$ cat src/rtl/wbs_kdtree_loader_ctrl.sv
// wbs_kdtree_loader_ctrl
//   Wishbone slave that gives the host access to the KD-tree ANN accelerator.
//   It decodes 32-bit accesses into control/status registers, internal-node
//   writes, leaf/query 64-bit entry writes (assembled from two 32-bit halves)
//   and best-array reads.
//
//   state     | meaning
//   ----------+---------------------------------------------------------------
//   S_IDLE    | waiting for cyc&stb; the access is performed on the sampling edge
//   S_RD_WAIT | best-array read issued, counting down BEST_RD_LAT cycles
//   S_ACK     | ack driven for one cycle (suppressed if the master has let go)
//   S_RECOVER | one dead cycle so a master still holding stb is not acked twice
//
// Ports
//   clk, rst_n                  clock, asynchronous active-low reset
//   wbs_cyc_i/stb_i/we_i        Wishbone cycle, strobe, write enable
//   wbs_sel_i                   byte selects (ignored, full-word only)
//   wbs_adr_i, wbs_dat_i        byte address, write data
//   wbs_ack_o, wbs_dat_o        acknowledge, read data (valid with ack)
//   mode_o, debug_o             mode / debug register bit 0
//   fsm_start_o                 one-cycle start pulse to the main FSM
//   fsm_busy_i, fsm_done_i      main FSM status
//   node_we_o/idx_o/wdata_o     internal-node memory write port
//   leaf_we_o, query_we_o       leaf / query entry write strobes
//   entry_addr_o, entry_wdata_o shared leaf/query entry index and data
//   best_re_o, best_addr_o      best-array read request
//   best_rdata_i                best-array data, BEST_RD_LAT cycles after best_re_o

module wbs_kdtree_loader_ctrl #(
  parameter int          DATA_WIDTH  = 11,
  parameter int          NUM_NODES   = 63,
  parameter int          NUM_LEAVES  = 64,
  parameter int          NUM_QUERYS  = 494,
  parameter int          BEST_RD_LAT = 1,
  parameter logic [31:0] BASE_ADDR   = 32'h3000_0000
) (
  input  logic                                  clk,
  input  logic                                  rst_n,
  input  logic                                  wbs_cyc_i,
  input  logic                                  wbs_stb_i,
  input  logic                                  wbs_we_i,
  input  logic [3:0]                            wbs_sel_i,
  input  logic [31:0]                           wbs_adr_i,
  input  logic [31:0]                           wbs_dat_i,
  output logic                                  wbs_ack_o,
  output logic [31:0]                           wbs_dat_o,
  output logic                                  mode_o,
  output logic                                  debug_o,
  output logic                                  fsm_start_o,
  input  logic                                  fsm_busy_i,
  input  logic                                  fsm_done_i,
  output logic                                  node_we_o,
  output logic [$clog2(NUM_NODES+1)-1:0]        node_idx_o,
  output logic [2*DATA_WIDTH-1:0]               node_wdata_o,
  output logic                                  leaf_we_o,
  output logic                                  query_we_o,
  output logic [$clog2(NUM_LEAVES*8)-1:0]       entry_addr_o,
  output logic [63:0]                           entry_wdata_o,
  output logic                                  best_re_o,
  output logic [$clog2(NUM_QUERYS)-1:0]         best_addr_o,
  input  logic [63:0]                           best_rdata_i
);

  localparam int NODE_IDX_W  = $clog2(NUM_NODES+1);
  localparam int NUM_ENTRIES = NUM_LEAVES*8;
  localparam int LEAF_IDX_W  = $clog2(NUM_ENTRIES);
  localparam int QUERY_IDX_W = $clog2(NUM_QUERYS);
  // Holds BEST_RD_LAT-1, the countdown start value.
  localparam int CNT_W       = (BEST_RD_LAT > 1) ? $clog2(BEST_RD_LAT) : 1;

  localparam logic [3:0] RG_CTRL  = 4'd0;
  localparam logic [3:0] RG_QUERY = 4'd1;
  localparam logic [3:0] RG_LEAF  = 4'd2;
  localparam logic [3:0] RG_BEST  = 4'd3;
  localparam logic [3:0] RG_NODE  = 4'd4;

  typedef enum logic [1:0] {S_IDLE, S_RD_WAIT, S_ACK, S_RECOVER} state_t;

  state_t state_q, state_d;
  logic [CNT_W-1:0] cnt_q, cnt_d;

  logic                   mode_q, debug_q, seq_err_q;
  logic                   hold_valid_q, hold_leaf_q;
  logic [LEAF_IDX_W-1:0]  hold_idx_q;
  logic [31:0]            hold_lo_q;
  logic [31:0]            rd_data_q;
  logic                   best_hit_q, half_q, abort_q;

  logic                   req, base_hit, best_rd, is_leaf, half;
  logic [3:0]             region;
  logic [NODE_IDX_W-1:0]  node_idx;
  logic [LEAF_IDX_W-1:0]  leaf_idx, ent_idx;
  logic [QUERY_IDX_W-1:0] query_idx;
  logic                   node_ok, leaf_ok, query_ok, ent_ok;

  logic unused_bits;
  assign unused_bits = ^{wbs_sel_i, wbs_adr_i};

  assign req       = (state_q == S_IDLE) && wbs_cyc_i && wbs_stb_i;
  assign base_hit  = (wbs_adr_i[31:20] == BASE_ADDR[31:20]);
  assign region    = wbs_adr_i[19:16];
  assign half      = wbs_adr_i[2];
  assign best_rd   = base_hit && (region == RG_BEST) && !wbs_we_i;

  assign node_idx  = wbs_adr_i[NODE_IDX_W+1:2];
  assign leaf_idx  = wbs_adr_i[LEAF_IDX_W+2:3];
  assign query_idx = wbs_adr_i[QUERY_IDX_W+2:3];
  assign node_ok   = int'(node_idx)  < NUM_NODES;
  assign leaf_ok   = int'(leaf_idx)  < NUM_ENTRIES;
  assign query_ok  = int'(query_idx) < NUM_QUERYS;

  // Leaf and query share one entry port and one lower-half holding register;
  // the region tag in the holding register keeps their halves from pairing.
  assign is_leaf   = (region == RG_LEAF);
  assign ent_idx   = is_leaf ? leaf_idx : LEAF_IDX_W'(query_idx);
  assign ent_ok    = is_leaf ? leaf_ok : query_ok;

  always_ff @(posedge clk or negedge rst_n) begin
    if (!rst_n) begin
      state_q <= S_IDLE;
      cnt_q   <= '0;
    end else begin
      state_q <= state_d;
      cnt_q   <= cnt_d;
    end
  end

  always_comb begin
    state_d = state_q;
    cnt_d   = cnt_q;
    case (state_q)
      S_IDLE: begin
        if (req) begin
          if (best_rd) begin
            state_d = S_RD_WAIT;
            cnt_d   = CNT_W'(BEST_RD_LAT-1);
          end else begin
            state_d = S_ACK;
          end
        end
      end
      S_RD_WAIT: begin
        if (cnt_q == '0) state_d = S_ACK;
        else             cnt_d   = cnt_q - CNT_W'(1);
      end
      S_ACK:     state_d = S_RECOVER;
      S_RECOVER: state_d = S_IDLE;
      default:   state_d = S_IDLE;
    endcase
  end

  always_ff @(posedge clk or negedge rst_n) begin
    if (!rst_n) begin
      mode_q        <= 1'b0;
      debug_q       <= 1'b0;
      seq_err_q     <= 1'b0;
      hold_valid_q  <= 1'b0;
      hold_leaf_q   <= 1'b0;
      hold_idx_q    <= '0;
      hold_lo_q     <= '0;
      rd_data_q     <= '0;
      best_hit_q    <= 1'b0;
      half_q        <= 1'b0;
      abort_q       <= 1'b0;
      fsm_start_o   <= 1'b0;
      node_we_o     <= 1'b0;
      node_idx_o    <= '0;
      node_wdata_o  <= '0;
      leaf_we_o     <= 1'b0;
      query_we_o    <= 1'b0;
      entry_addr_o  <= '0;
      entry_wdata_o <= '0;
      best_re_o     <= 1'b0;
      best_addr_o   <= '0;
    end else begin
      fsm_start_o <= 1'b0;
      node_we_o   <= 1'b0;
      leaf_we_o   <= 1'b0;
      query_we_o  <= 1'b0;
      best_re_o   <= 1'b0;

      // Master let go while the best read was in flight: finish quietly.
      if ((state_q == S_RD_WAIT) && !(wbs_cyc_i && wbs_stb_i)) abort_q <= 1'b1;

      if (req) begin
        abort_q    <= 1'b0;
        rd_data_q  <= '0;
        best_hit_q <= 1'b0;
        half_q     <= half;
        if (base_hit) begin
          case (region)
            RG_CTRL: begin
              if (wbs_we_i) begin
                case (wbs_adr_i[7:0])
                  8'h00: mode_q  <= wbs_dat_i[0];
                  8'h04: debug_q <= wbs_dat_i[0];
                  8'h0C: if (!fsm_busy_i) fsm_start_o <= 1'b1;
                  8'h14: if (wbs_dat_i[0]) seq_err_q <= 1'b0;
                  default: ;
                endcase
              end else begin
                case (wbs_adr_i[7:0])
                  8'h00: rd_data_q <= {31'b0, mode_q};
                  8'h04: rd_data_q <= {31'b0, debug_q};
                  8'h08: rd_data_q <= {31'b0, fsm_done_i};
                  8'h10: rd_data_q <= {31'b0, fsm_busy_i};
                  8'h14: rd_data_q <= {31'b0, seq_err_q};
                  default: ;
                endcase
              end
            end
            RG_NODE: begin
              if (wbs_we_i && node_ok) begin
                if (fsm_busy_i) begin
                  seq_err_q <= 1'b1;
                end else begin
                  node_we_o    <= 1'b1;
                  node_idx_o   <= node_idx;
                  node_wdata_o <= wbs_dat_i[2*DATA_WIDTH-1:0];
                end
              end
            end
            RG_QUERY, RG_LEAF: begin
              if (wbs_we_i && ent_ok) begin
                if (fsm_busy_i) begin
                  seq_err_q <= 1'b1;
                end else if (!half) begin
                  hold_valid_q <= 1'b1;
                  hold_leaf_q  <= is_leaf;
                  hold_idx_q   <= ent_idx;
                  hold_lo_q    <= wbs_dat_i;
                end else if (hold_valid_q && (hold_idx_q == ent_idx) && (hold_leaf_q == is_leaf)) begin
                  leaf_we_o     <= is_leaf;
                  query_we_o    <= !is_leaf;
                  entry_addr_o  <= ent_idx;
                  entry_wdata_o <= {wbs_dat_i, hold_lo_q};
                  hold_valid_q  <= 1'b0;
                end else begin
                  seq_err_q <= 1'b1;
                end
              end
            end
            RG_BEST: begin
              if (!wbs_we_i && query_ok) begin
                best_re_o   <= 1'b1;
                best_addr_o <= query_idx;
                best_hit_q  <= 1'b1;
              end
            end
            default: ;
          endcase
        end
      end
    end
  end

  assign mode_o  = mode_q;
  assign debug_o = debug_q;

  assign wbs_ack_o = (state_q == S_ACK) && wbs_cyc_i && wbs_stb_i && !abort_q;

  // Best data is taken straight from the array in the ack cycle, which is
  // exactly BEST_RD_LAT cycles after the read strobe.
  always_comb begin
    wbs_dat_o = '0;
    if (wbs_ack_o) begin
      if (best_hit_q) wbs_dat_o = half_q ? best_rdata_i[63:32] : best_rdata_i[31:0];
      else            wbs_dat_o = rd_data_q;
    end
  end

endmodule

$ cat config.mk
export PLATFORM = sky130hd
export DESIGN_NAME = wbs_kdtree_loader_ctrl
export DESIGN_NICKNAME = d
export VERILOG_FILES = /design/src/rtl/wbs_kdtree_loader_ctrl.sv
export SDC_FILE = /design/constraint.sdc
export NUM_CORES = 1
export LEC_CHECK = 0
export BUFFER_PORTS_ARGS = -buffer_cell sky130_fd_sc_hd__buf_2
export CAP_MARGIN = 30
export CORE_ASPECT_RATIO = 0.7
export CORE_MARGIN = 2
export CORE_UTILIZATION = 40
export CTS_CLUSTER_DIAMETER = 80
export DETAILED_ROUTE_END_ITERATION = 10
export GPL_TIMING_DRIVEN = 0
export MAX_ROUTING_LAYER = met4
export PLACE_DENSITY = 0.68
export SETUP_SLACK_MARGIN = 0.4
export SLEW_MARGIN = 20
export SYNTH_ARGS = -nofsm -noshare
export SYNTH_HDL_FRONTEND = slang
export SYNTH_SLANG_ARGS = --single-unit
$ cat constraint.sdc
create_clock -name clk -period 3.5 [get_ports clk]
set_input_delay 0 -clock clk [delete_from_list [all_inputs] [get_ports clk]]
set_output_delay 0 -clock clk [all_outputs]
set_load 0.05 [all_outputs]
### Yosys cells after proc, flatten, opt, wreduce, memory -nomap -nowiden

Cells that the tools add are included.

| cells by class | value |
|---|---|
| add/subtract/negate cells | 1 |
| magnitude comparators | 2 |
| eq/ne operators | 27 |
| muxes and demuxes | 58 |
| bitwise logic cells | 2 |
| reductions and logical operators | 35 |

Operator list:

| cell | number |
|---|---|
| $mux 32 | 3 |
| $mux 1 | 48 |
| $ne 2x2->1 const B | 9 |
| $eq 8x4->1 const B | 2 |
| $eq 8x5->1 const B | 2 |
| $reduce_and 5->1 | 3 |
| $logic_and 1x1->1 | 14 |
| $eq 12x10->1 const B | 1 |
| $reduce_and 6->1 | 2 |
| $reduce_and 11->1 | 1 |
| $eq 9x9->1 | 1 |
| $lt 9x9->1 const B | 1 |
| $eq 4x2->1 const B | 2 |
| $eq 8x3->1 const B | 1 |
| $logic_not 8->1 | 1 |
| $pmux 2 s4 | 1 |
| $reduce_and 7->1 | 1 |
| $lt 6x6->1 const B | 1 |
| $mux 2 | 3 |
| $ne 3x3->1 const B | 2 |
| $pmux 1 s5 | 1 |
| $eq 2x2->1 const B | 2 |
| $eq 4x1->1 const B | 1 |
| $eq 4x3->1 const B | 1 |
| 16 further kinds | 21 |

| storage, ports and cells | value |
|---|---|
| register bits | 199 |
| word-level logic and storage cells | 148 |

### Depth between registers and ports, before layout

Gate-level depths: netlist of run 1.

| depth | value |
|---|---|
| depth after elaboration | 10 |
| gate-level depth with buffers | 8 |

### Least setup slack after synthesis of run 1

OpenSTA, ideal clock, no wires.

| timing path | value |
|---|---|
| path type | reg-to-output |
| start point | register state_q[0] |
| end point | output wbs_dat_o[10] |
| data arrival time | 3,075 ps |
| required time | 3,500 ps |
| setup slack | 425 ps |
| cell stages (with the launch flop) | 7 |
| buffers on the path | 1 |
| cell sequence | dfrtp_1 inv_1 ha_1 nor3b_1 nand2_1 clkbuf_1 nor2_1 |

| on the way | value |
|---|---|
| word-level cells in the longest chain between the ends | 5 |

RTL lines:

| element | line | source |
|---|---|---|
| start: declaration | 79 | `state_t state_q, state_d;` |
| start signal: assignment | 123 | `state_q <= state_d;` |
| $eq 2x2->1 | 260 | `assign wbs_ack_o = (state_q == S_ACK) && wbs_cyc_i && wbs_stb_i && !abort_q;` |
| $logic_and 1x1->1 (3 in series) | 260 |  |
| named net wbs_ack_o | 45 | `output logic wbs_ack_o,` |
| $mux 32 | 266 | `if (wbs_ack_o) begin` |
| end: declaration | 46 | `output logic [31:0] wbs_dat_o,` |

The timed path passes the listed nets, and every way through them passes these cells.

### Final worst setup path of run 1

| timing path | value |
|---|---|
| start point | register state_q[0] |
| end point | register node_wdata_o[12] |

| on the way | value |
|---|---|
| word-level cells in the longest chain between the ends | 4 |

RTL lines:

| element | line | source |
|---|---|---|
| $logic_not 2->1 | 99 | `assign req = (state_q == S_IDLE) && wbs_cyc_i && wbs_stb_i;` |
| $logic_and 1x1->1 (2 in series) | 99 |  |
| $reduce_and 5->1 (no line) | - |  |
| end signal: assignment | 219 | `node_wdata_o <= wbs_dat_i[2*DATA_WIDTH-1:0];` |
| end: declaration | 54 | `output logic [2*DATA_WIDTH-1:0] node_wdata_o,` |

Every way passes these cells.
A chain may end at the register's enable or synchronous reset.

==> metrics.log, run 1 <==
[metrics] outcome: completed
[metrics] sinks on the clock net: 167
[metrics] number of DRC markers in iteration 0: 333
[metrics] shortest clock period the worst path allows after layout: 2.87 ns
[metrics] total congestion overflow: 0
[metrics] total number of yosys warnings: 0
[metrics] most used cells in the layout excluding fill and tap cells: 286 x buf_2, 167 x dfrtp_1, 104 x mux2_2
[metrics] actual transition at the worst max-transition pin: 0.936 ns
[metrics] HPWL reported at the end of detailed placement: 13.9 mm
[metrics] final hold violation count: 0
[metrics] Max Fanout on Critical Path: 10
[metrics] Area growth, synth to finish: 38.7%
[metrics] Slew headroom: 37.2%
[metrics] WL final: 19.4 mm
[metrics] slowest library cell on the worst path: nor3_2
[metrics] Data arrival, critical path: 3.16 ns
[metrics] Clk pin slew, worst setup/hold paths: 0.06 ns
[metrics] total inserted antenna cells: 0
[metrics] CTS max path bufs: 2
[metrics] fraction of the yosys area taken by sequential cells: 57.0%
[metrics] Netlist cell types: 41
[metrics] proportion of synthesized flip-flops having asynchronous set or reset: 100%
[metrics] # setup viols final: 0
[metrics] average via count per standard cell: 4.80
[metrics] combinational share of power: 12.7%
[metrics] final worst path period share: 81.9%
[metrics] num ports: 289
[metrics] Max VDD drop: 0.292 mV
[metrics] Post-Route Skew: 0.00965 ns
[metrics] net count after synthesis: 657
[metrics] DIE HEIGHT: 117 um
[metrics] Post-Layout Cell Count: 1115
[metrics] top achievable clock speed: 0.349 GHz
[metrics] number of max-cap violations: 0
[metrics] critical path cell sequence: inv_1 > ha_1 > and3_1 > nand4_1 > nor3_2 > buf_2 > mux2_2
[metrics] hold crit path type: input pin to flop
[metrics] wire length of the first global-routing pass: 30.1 mm
[metrics] CP Launch Type: flop
[metrics] number of cell rows: 41
[metrics] number of instances in the synthesized netlist: 514
[metrics] peak per-stage delay on the critical path: 0.78 ns
[metrics] switch share: 25.5%
[metrics] WL/cell: 17.4 um
[metrics] vias after detailed routing: 5353
[metrics] clock network latency to the later pin of the worst-skew pair: 0.42 ns
[metrics] antenna violations before repair: 0
[metrics] number of flops mapped to enable cells by yosys: 0
[metrics] root buffer cell: clkbuf_16
[metrics] Flop pwr share: 45.3%
[metrics] number of buffers created by CTS: 17
[metrics] Netlist Area Pre-Place: 7330 sq um
[metrics] pins over their slew limit: 0
[metrics] CTS tree: yes
[metrics] Power Internal: 0.00324 W
[metrics] fraction of layout cells with a size suffix above 1: 54.0%
[metrics] most used flip-flop cell after synthesis: dfrtp_1
[metrics] kind of end point of the critical path: flop
[metrics] Avg Inst Size Synth: 14.3 sq um
[metrics] Final ANT Viol Nets: 0
[metrics] Global Route Usage Sum: 20.6%
[metrics] number of remaining DRC errors: 0
[metrics] synthesized flop and latch total: 167
[metrics] Buffers on Ports: 278
[metrics] crit path kind: flop to flop
[metrics] number of instances resized during post-cts repair: 0
[metrics] RSZ-0062 raised after global routing: no
[metrics] DR pass1 iterations: 4
[metrics] starting density of the core: 40.7%
[metrics] final weighted congestion in routability-driven placement: 0.853
[metrics] sum of negative setup slack: 0 ns
[metrics] number of global-route vias before repair: 5369
[metrics] area of the die: 19400 sq um
[metrics] leading cell type in the layout, fill and taps excluded: buf_2
[metrics] placed instance count: 1029
[metrics] core area: 18000 sq um
[metrics] static leakage power: 5.77 nW
[metrics] largest net degree at the start of global routing: 96
[metrics] power density of the placed cells: 427 nW/um^2
[metrics] Final nets: 1009
[metrics] count of H-tree levels built during CTS: 4
[metrics] Sw Pwr: 0.00111 W
[metrics] Critical Path RT: 3.80 ns
[metrics] Clock power frac: 42.0%
[metrics] Die X-Extent: 166 um
==> synth_stat cells (all sizes together) (5+ instances only) <==
cell type    n  area, sq um
o21ai        7         35.0
nor2        40          150
xnor2        9         78.8
nand2        8         30.0
mux2i       34          340
dfrtp      167         4180
buf         15          101
nand3        7         35.0
nor4         5         43.8
nand4       10         62.6
mux2       154         1880
inv          8         30.0
nor3         5         35.0
clkbuf      11         41.3
==> worst max-delay path, delay by kind of cell (launching register included) <==
family	cells	cell delay [ns]
simple gates	3	1.24
buf+inv	2	0.53
flops	1	0.40
mux	1	0.38
fa+ha+maj	1	0.19
==> metal layers <==
layer,track usage [%],vias to the layer above,part of all wire [%]
met2,29.0,166,43
met5,-,-,0
met1,28.7,2633,48
li1,-,2534,-
met3,6.79,20,7.6
met4,5.57,0,0.99
==> power groups by stage <==
stage	Combinational (W)	Sequential, W	Clock (W)
after CTS	0.000547	0.00197	0.00187
after global routing	0.000612	0.00197	0.00196
after global placement	0.000487	0.00200	0
final	0.000553	0.00197	0.00182
after detailed placement	0.000500	0.00200	0
after floorplan	0.000300	0.00200	0
==> stage by stage <==
stage | total power, W | utilization, % | cell area [sq um] | hold WS, ns | worst slack (ns)
after floorplan | 0.00230 | - | 7330 | -0.296 | 0.425
after global placement | 0.00249 | 50.1 | 9020 | 0.248 | -0.229
after detailed placement | 0.00250 | 50.3 | 9060 | 0.00616 | 0.634
after CTS | 0.00439 | 56.4 | 10200 | 0.0438 | 0.564
after global routing | 0.00454 | 56.5 | 10200 | 0.0655 | 0.486
final | 0.00434 | 56.5 | 10200 | 0.0666 | 0.634
==> kinds of logic (layout without fill, tap and decap cells) <==
logic type,after synthesis,after routing,share of synthesized area (%)
muxes,188,188,30.3
DFF,167,167,57.0
and+or+nand+nor,90,90,6.62
buffers and inverters,34,399,2.35
AOI/OAI and AO/OA,20,20,1.74
xor gates and xnor gates,11,11,1.31
adders and majority gates,4,4,0.683
==> worst paths after layout <==
| path | from | endpoint | slack, ns | cells after the start |
|---|---|---|---|---|
| max | state_q[0] | node_wdata_o[12] | 0.63 | 7 |
| min | wbs_adr_i[21] | best_re_o | 0.07 | 4 |
| max reg2reg | state_q[0] | node_wdata_o[12] | 0.63 | 7 |
| min reg2reg | entry_addr_o[0] | entry_addr_o[0] | 0.49 | 1 |
| max in group asynchronous | rst_n | debug_o | 2.51 | 3 |
| min in group asynchronous | rst_n | node_wdata_o[14] | 0.12 | 2 |
==> repair_timing <==
| item | 4_1_cts | 5_1_grt |
|---|---|---|
| endpoints found under the setup margin | 0 | 2 |
| hold endpoints to repair | 189 | 0 |
| hold buffers | 52 | 0 |
| setup buffers | 0 | 1 |
==> sequential cells by signal, summed over array words and instances, names as in the netlist, 2 cells and up <==
name,cells
entry_wdata_o,64
hold_lo_q,32
node_wdata_o,22
best_addr_o,9
entry_addr_o,9
hold_idx_q,9
node_idx_o,6
state_q,2
==> cell type report <==
cell class / instances / area, sq um
fillers: 1505 / 7840
flip-flops and latches: 167 / 4180
plain buffers: 26 / 143
clock inverters: 12 / 118
multi-input cells: 313 / 2980
well taps: 236 / 295
clock buffers: 20 / 457
repair buffers: 333 / 1960
inverters: 8 / 30.0
No activity file was read; power rests on OpenSTA's default activity.
==> inputs of run 2 (changes only) <==
PLACE_DENSITY = 0.7   (was 0.68)
clock period = 2.4 ns   (was 3.5 ns; I/O delays follow)
==> metrics.log, run 2 (same netlist as run 1, synthesis figures left out) <==
[metrics] number of DRC markers in iteration 0: 339
[metrics] Slew headroom: 52.5%
[metrics] Max VDD drop: 0.342 mV
[metrics] DIE HEIGHT: 117 um
[metrics] actual transition at the worst max-transition pin: 0.707 ns
[metrics] Final nets: 1035
[metrics] sinks on the clock net: 167
[metrics] core area: 18000 sq um
[metrics] reg-to-reg startpoint: state_q[0]
[metrics] Die X-Extent: 166 um
[metrics] switch share: 28.1%
[metrics] number of global-route vias before repair: 5779
[metrics] outcome: completed
[metrics] clock network latency to the later pin of the worst-skew pair: 0.43 ns
[metrics] placed instance count: 1029
[metrics] Critical Path RT: 2.71 ns
[metrics] slowest library cell on the worst path: or4_4
[metrics] power density of the placed cells: 576 nW/um^2
[metrics] final weighted congestion in routability-driven placement: 0.851
[metrics] total placed instance area: 9430 sq um
[metrics] kind of end point of the critical path: flop
[metrics] Clock power frac: 40.2%
[metrics] crit path kind: flop to flop
[metrics] number of buffers created by CTS: 17
[metrics] Sw Pwr: 0.00186 W
[metrics] hold crit path type: input pin to flop
[metrics] final hold slack: 0.00978 ns
[metrics] average via count per standard cell: 4.89
[metrics] number of max-cap violations: 0
[metrics] CTS tree: yes
[metrics] wire length of the first global-routing pass: 32.2 mm
[metrics] Max Fanout on Critical Path: 8
[metrics] final design instance area without fill: 11500 sq um
[metrics] HPWL reported at the end of detailed placement: 14.1 mm
[metrics] root buffer cell: clkbuf_16
[metrics] Area growth, synth to finish: 56.5%
[metrics] Power Internal: 0.00475 W
[metrics] sum of negative setup slack: 0 ns
[metrics] most used cells in the layout excluding fill and tap cells: 245 x buf_2, 167 x dfrtp_1, 76 x mux2_4
[metrics] total congestion overflow: 0
[metrics] leading cell type in the layout, fill and taps excluded: buf_2
[metrics] area of the die: 19400 sq um
[metrics] critical path cell sequence: inv_2 > ha_4 > and3_4 > nand4_1 > or4_4 > buf_12 > clkbuf_16 > mux2_4
[metrics] count of H-tree levels built during CTS: 4
[metrics] Worst Min Path Start: wbs_adr_i[26]
[metrics] shortest clock period the worst path allows after layout: 2.22 ns
[metrics] starting density of the core: 40.7%
[metrics] WL/cell: 18.8 um
[metrics] Tot Pwr: 0.00661 W
[metrics] number of filler cells placed in the layout: 1342
[metrics] # setup viols final: 0
[metrics] fraction of layout cells with a size suffix above 1: 61.7%
[metrics] largest net degree at the start of global routing: 87
[metrics] Clk pin slew, worst setup/hold paths: 0.07 ns
[metrics] WL final: 21.5 mm
[metrics] number of cell rows: 41
[metrics] final hold violation count: 0
[metrics] Post-Route Skew: 0.0132 ns
[metrics] Flop pwr share: 43.4%
[metrics] cell count of the worst reg-to-reg path: 8
[metrics] peak per-stage delay on the critical path: 0.55 ns
[metrics] antenna violations before repair: 1
[metrics] top achievable clock speed: 0.450 GHz
[metrics] setup slack of the most critical reg-to-reg path: 0.18 ns
[metrics] pins over their slew limit: 0
[metrics] Global Route Usage Sum: 22.2%
[metrics] CP Launch Type: flop
[metrics] largest registers: entry_wdata_o x64, hold_lo_q x32, node_wdata_o x22
[metrics] Buffers on Ports: 278
[metrics] worst hold path stage count: 4
[metrics] number of flip-flops in the largest register: 64
[metrics] Biggest register: entry_wdata_o
[metrics] final worst path period share: 92.6%
[metrics] Data arrival, critical path: 2.53 ns
[metrics] Final ANT Viol Nets: 0
[metrics] CTS max path bufs: 2
[metrics] number of remaining DRC errors: 0
[metrics] Post-Layout Cell Count: 1142
[metrics] vias after detailed routing: 5588
[metrics] DR pass1 iterations: 4
[metrics] Critical R2R Capture: hold_lo_q[10]
[metrics] sink of the worst hold path: node_we_o
[metrics] RSZ-0062 raised after global routing: yes
[metrics] combinational share of power: 16.4%
[metrics] num ports: 289
[metrics] static leakage power: 6.24 nW
-- run 2: metrics by stage --
step | utilization (%) | setup slack, ns
finish | 63.7 | 0.178
global placement | 52.2 | -1.28
detailed placement | 52.4 | -0.330
floorplan | - | 0.263
global route | 63.7 | 0.128
CTS | 61.6 | 0.228
-- run 2: final cells by class --
type	instances	area, sq um	area share [%]
sequential	167	4180	36.4
multi-input combinational	313	3430	29.9
timing repair buffer	359	2640	23.0
clock buffer	18	439	3.83
buffer	26	325	2.84
tap	236	295	2.57
clock inverter	14	134	1.17
inverter	8	30.0	0.262
antenna	1	2.50	0.0218
-- run 2: routing by layer --
| metal | wire [um] | up-vias | share of wire (%) | global-route usage (%) |
|---|---|---|---|---|
| li1 | - | 2588 | - | - |
| met1 | 10100 | 2802 | 47 | 29.3 |
| met2 | 9700 | 172 | 45 | 33.9 |
| met3 | 1320 | 26 | 6.1 | 6.15 |
| met4 | 318 | 0 | 1.5 | 6.32 |
| met5 | 0 | - | 0 | - |
-- run 2: how the worst max path moves through the flow --
stage | to | cells past startpoint | startpoint
CTS | hold_idx_q[3] | 8 | state_q[1]
floorplan | wbs_dat_o[10] | 6 | state_q[0]
finish | hold_lo_q[10] | 8 | state_q[0]
global placement | best_addr_o[1] | 1 | rst_n
global route | hold_idx_q[4] | 8 | state_q[0]
detailed placement | entry_addr_o[5] | 8 | state_q[0]
-- run 2: worst max-delay path, delay by kind of cell, from the launching register on --
family | cells | cell delay [ns]
flops | 1 | 0.40
simple gates | 3 | 0.85
fa+ha+maj | 1 | 0.13
mux | 1 | 0.29
buf+inv | 3 | 0.43
-- run 2: timing repair --
action	CTS	global route
buffers inserted	19	7
hold buffers	43	1
endpoints found under the hold margin	198	1
resized for setup	105	52
cloned	5	5
pin swaps	9	22
endpoints found under the setup margin	184	188
-- run 2: power by group through the flow --
| stage | clock network (W) | logic [W] | registers [W] |
|---|---|---|---|
| 2_1_floorplan | 0 | 0.000543 | 0.00292 |
| 3_3_place_gp | 0 | 0.000820 | 0.00293 |
| 3_5_place_dp | 0 | 0.000840 | 0.00293 |
| 4_1_cts | 0.00272 | 0.000995 | 0.00287 |
| 5_1_grt | 0.00285 | 0.00117 | 0.00287 |
| 6_report | 0.00266 | 0.00108 | 0.00287 |
==> inputs of run 3 (changes only) <==
CORE_UTILIZATION = 25   (was 40)
PLACE_DENSITY = default   (was 0.7)
==> metrics.log, run 3 (same netlist as run 1, synthesis figures left out) <==
[metrics] Max VDD drop: 0.454 mV
[metrics] HPWL reported at the end of detailed placement: 14.9 mm
[metrics] wire length of the first global-routing pass: 35.1 mm
[metrics] top achievable clock speed: 0.460 GHz
[metrics] setup slack of the most critical reg-to-reg path: 0.22 ns
[metrics] Clk pin slew, worst setup/hold paths: 0.07 ns
[metrics] Biggest register: entry_wdata_o
[metrics] worst hold path stage count: 4
[metrics] sinks on the clock net: 167
[metrics] clock network latency to the later pin of the worst-skew pair: 0.44 ns
[metrics] most used cells in the layout excluding fill and tap cells: 246 x buf_2, 167 x dfrtp_1, 77 x mux2_2
[metrics] Tot Pwr: 0.00668 W
[metrics] crit-path most repeated cell: buf_12
[metrics] vias after detailed routing: 5575
[metrics] core area: 28900 sq um
[metrics] Area growth, synth to finish: 61.5%
[metrics] root buffer cell: clkbuf_16
[metrics] DIE HEIGHT: 147 um
[metrics] DR pass1 iterations: 4
[metrics] hold crit path type: input pin to flop
[metrics] peak per-stage delay on the critical path: 0.48 ns
[metrics] sum of negative setup slack: 0 ns
[metrics] total number of cells along the worst setup path: 8
[metrics] outcome: completed
[metrics] crit path kind: flop to flop
[metrics] RSZ-0062 raised after global routing: yes
[metrics] power density of the placed cells: 564 nW/um^2
[metrics] average via count per standard cell: 4.32
[metrics] num ports: 289
[metrics] Global Route Usage Sum: 15.6%
[metrics] number of cell rows: 52
[metrics] CTS tree: yes
[metrics] Data arrival, critical path: 2.49 ns
[metrics] # setup viols final: 0
[metrics] final weighted congestion in routability-driven placement: 0.768
[metrics] antenna violations before repair: 1
[metrics] starting density of the core: 25.4%
[metrics] cell count of the worst reg-to-reg path: 8
[metrics] shortest clock period the worst path allows after layout: 2.18 ns
[metrics] number of buffers created by CTS: 17
[metrics] number of flip-flops in the largest register: 64
[metrics] Final nets: 1041
[metrics] Critical Path RT: 2.72 ns
[metrics] final design instance area without fill: 11800 sq um
[metrics] largest registers: entry_wdata_o x64, hold_lo_q x32, node_wdata_o x22
[metrics] number of max-cap violations: 0
[metrics] total congestion overflow: 0
[metrics] WL/cell: 17.4 um
[metrics] number of global-route vias before repair: 5917
[metrics] leading cell type in the layout, fill and taps excluded: buf_2
[metrics] pins over their slew limit: 0
[metrics] area of the die: 30700 sq um
[metrics] Die X-Extent: 209 um
[metrics] Max Fanout on Critical Path: 10
[metrics] combined buffer and inverter count along the critical path: 3
[metrics] final hold violation count: 0
[metrics] dominant delay contributor by cell family on the critical path: simple AND/OR/NAND/NOR gates
[metrics] final hold slack: 0.0160 ns
[metrics] total placed instance area: 9640 sq um
[metrics] largest net degree at the start of global routing: 63
[metrics] slowest library cell on the worst path: or4_4
[metrics] Slew headroom: 57.2%
[metrics] WL final: 22.5 mm
[metrics] CTS max path bufs: 2
[metrics] count of H-tree levels built during CTS: 4
[metrics] Post-Route Skew: 0.0120 ns
[metrics] core utilization of the finished layout: 41.0%
[metrics] CP Launch Type: flop
[metrics] static leakage power: 6.33 nW
[metrics] critical path cell sequence: inv_2 > ha_4 > and3_4 > nand4_1 > or4_4 > buf_12 > buf_12 > mux2_4
[metrics] kind of end point of the critical path: flop
[metrics] Buffers on Ports: 278
[metrics] actual transition at the worst max-transition pin: 0.642 ns
[metrics] final worst path period share: 90.7%
[metrics] Final ANT Viol Nets: 0
[metrics] number of remaining DRC errors: 0
[metrics] number of DRC markers in iteration 0: 248
[metrics] fraction of layout cells with a size suffix above 1: 62.3%
run 3: changes by cell type in the layout (fill, tap and decap cells not counted), moves of 5 or more:
cell	delta
buf_12	+6
mux2_2	+10
dlygate4sd3_1	+6
buf_4	-9
clkbuf_16	-7
mux2_1	-10
buf_16	+10
inv_8	-5
run 3: report_power, final:
part           leakage, nW  switching [W]  internal [W]
Clock                0.295        0.00122       0.00160
Combinational         3.72       0.000527      0.000458
Sequential            2.32      0.0000219       0.00285
run 3: metrics by stage:
| stage | worst slack [ns] | cells |
|---|---|---|
| after floorplan | 0.263 | 514 |
| after CTS | 0.225 | 1288 |
| final | 0.224 | 1291 |
| after global placement | -1.44 | 1170 |
| after detailed placement | -0.589 | 1172 |
| after global routing | 0.160 | 1290 |
run 3: routing by layer:
| metal | global-route usage [%] | routed length (um) |
|---|---|---|
| met1 | 21.6 | 11000 |
| met2 | 22.8 | 10200 |
| met3 | 4.30 | 1150 |
| met4 | 3.14 | 222 |
| met5 | - | 0 |
run 3: area by class of cell:
type                    count  area, sq um
diodes                      2         5.00
plain buffers              26          384
clock buffers              19          453
clock inverters            13          144
fillers                  2697        17000
inverters                   8         30.0
multi-input cells         313         3420
flip-flops and latches    167         4180
well taps                 378          473
repair buffers            365         2750
run 3: worst paths after layout:
kind,endpoint,from
max in group asynchronous,entry_wdata_o[8],rst_n
min in group asynchronous,entry_wdata_o[26],rst_n
worst min register to register,rd_data_q[0],rd_data_q[0]
worst max register to register,hold_lo_q[3],state_q[0]
worst min-delay path,best_re_o,wbs_adr_i[21]
worst max-delay path,hold_lo_q[3],state_q[0]
run 3: worst reg2reg max path, stage by stage, from the launching register on:
cell and delay [ns]:
dfrtp_1 0.39, inv_2 0.10, ha_4 0.14, and3_4 0.19, nand4_1 0.13, or4_4 0.48
buf_12 0.17, buf_12 0.15, mux2_4 0.31
run 3: what timing repair did:
action | CTS | global route
hold buffers | 50 | 0
resized for setup | 151 | 17
pin swaps | 5 | 3
cloned | 13 | 0
buffers inserted | 21 | 1
setup endpoints to repair | 184 | 185
hold endpoints to repair | 223 | 0
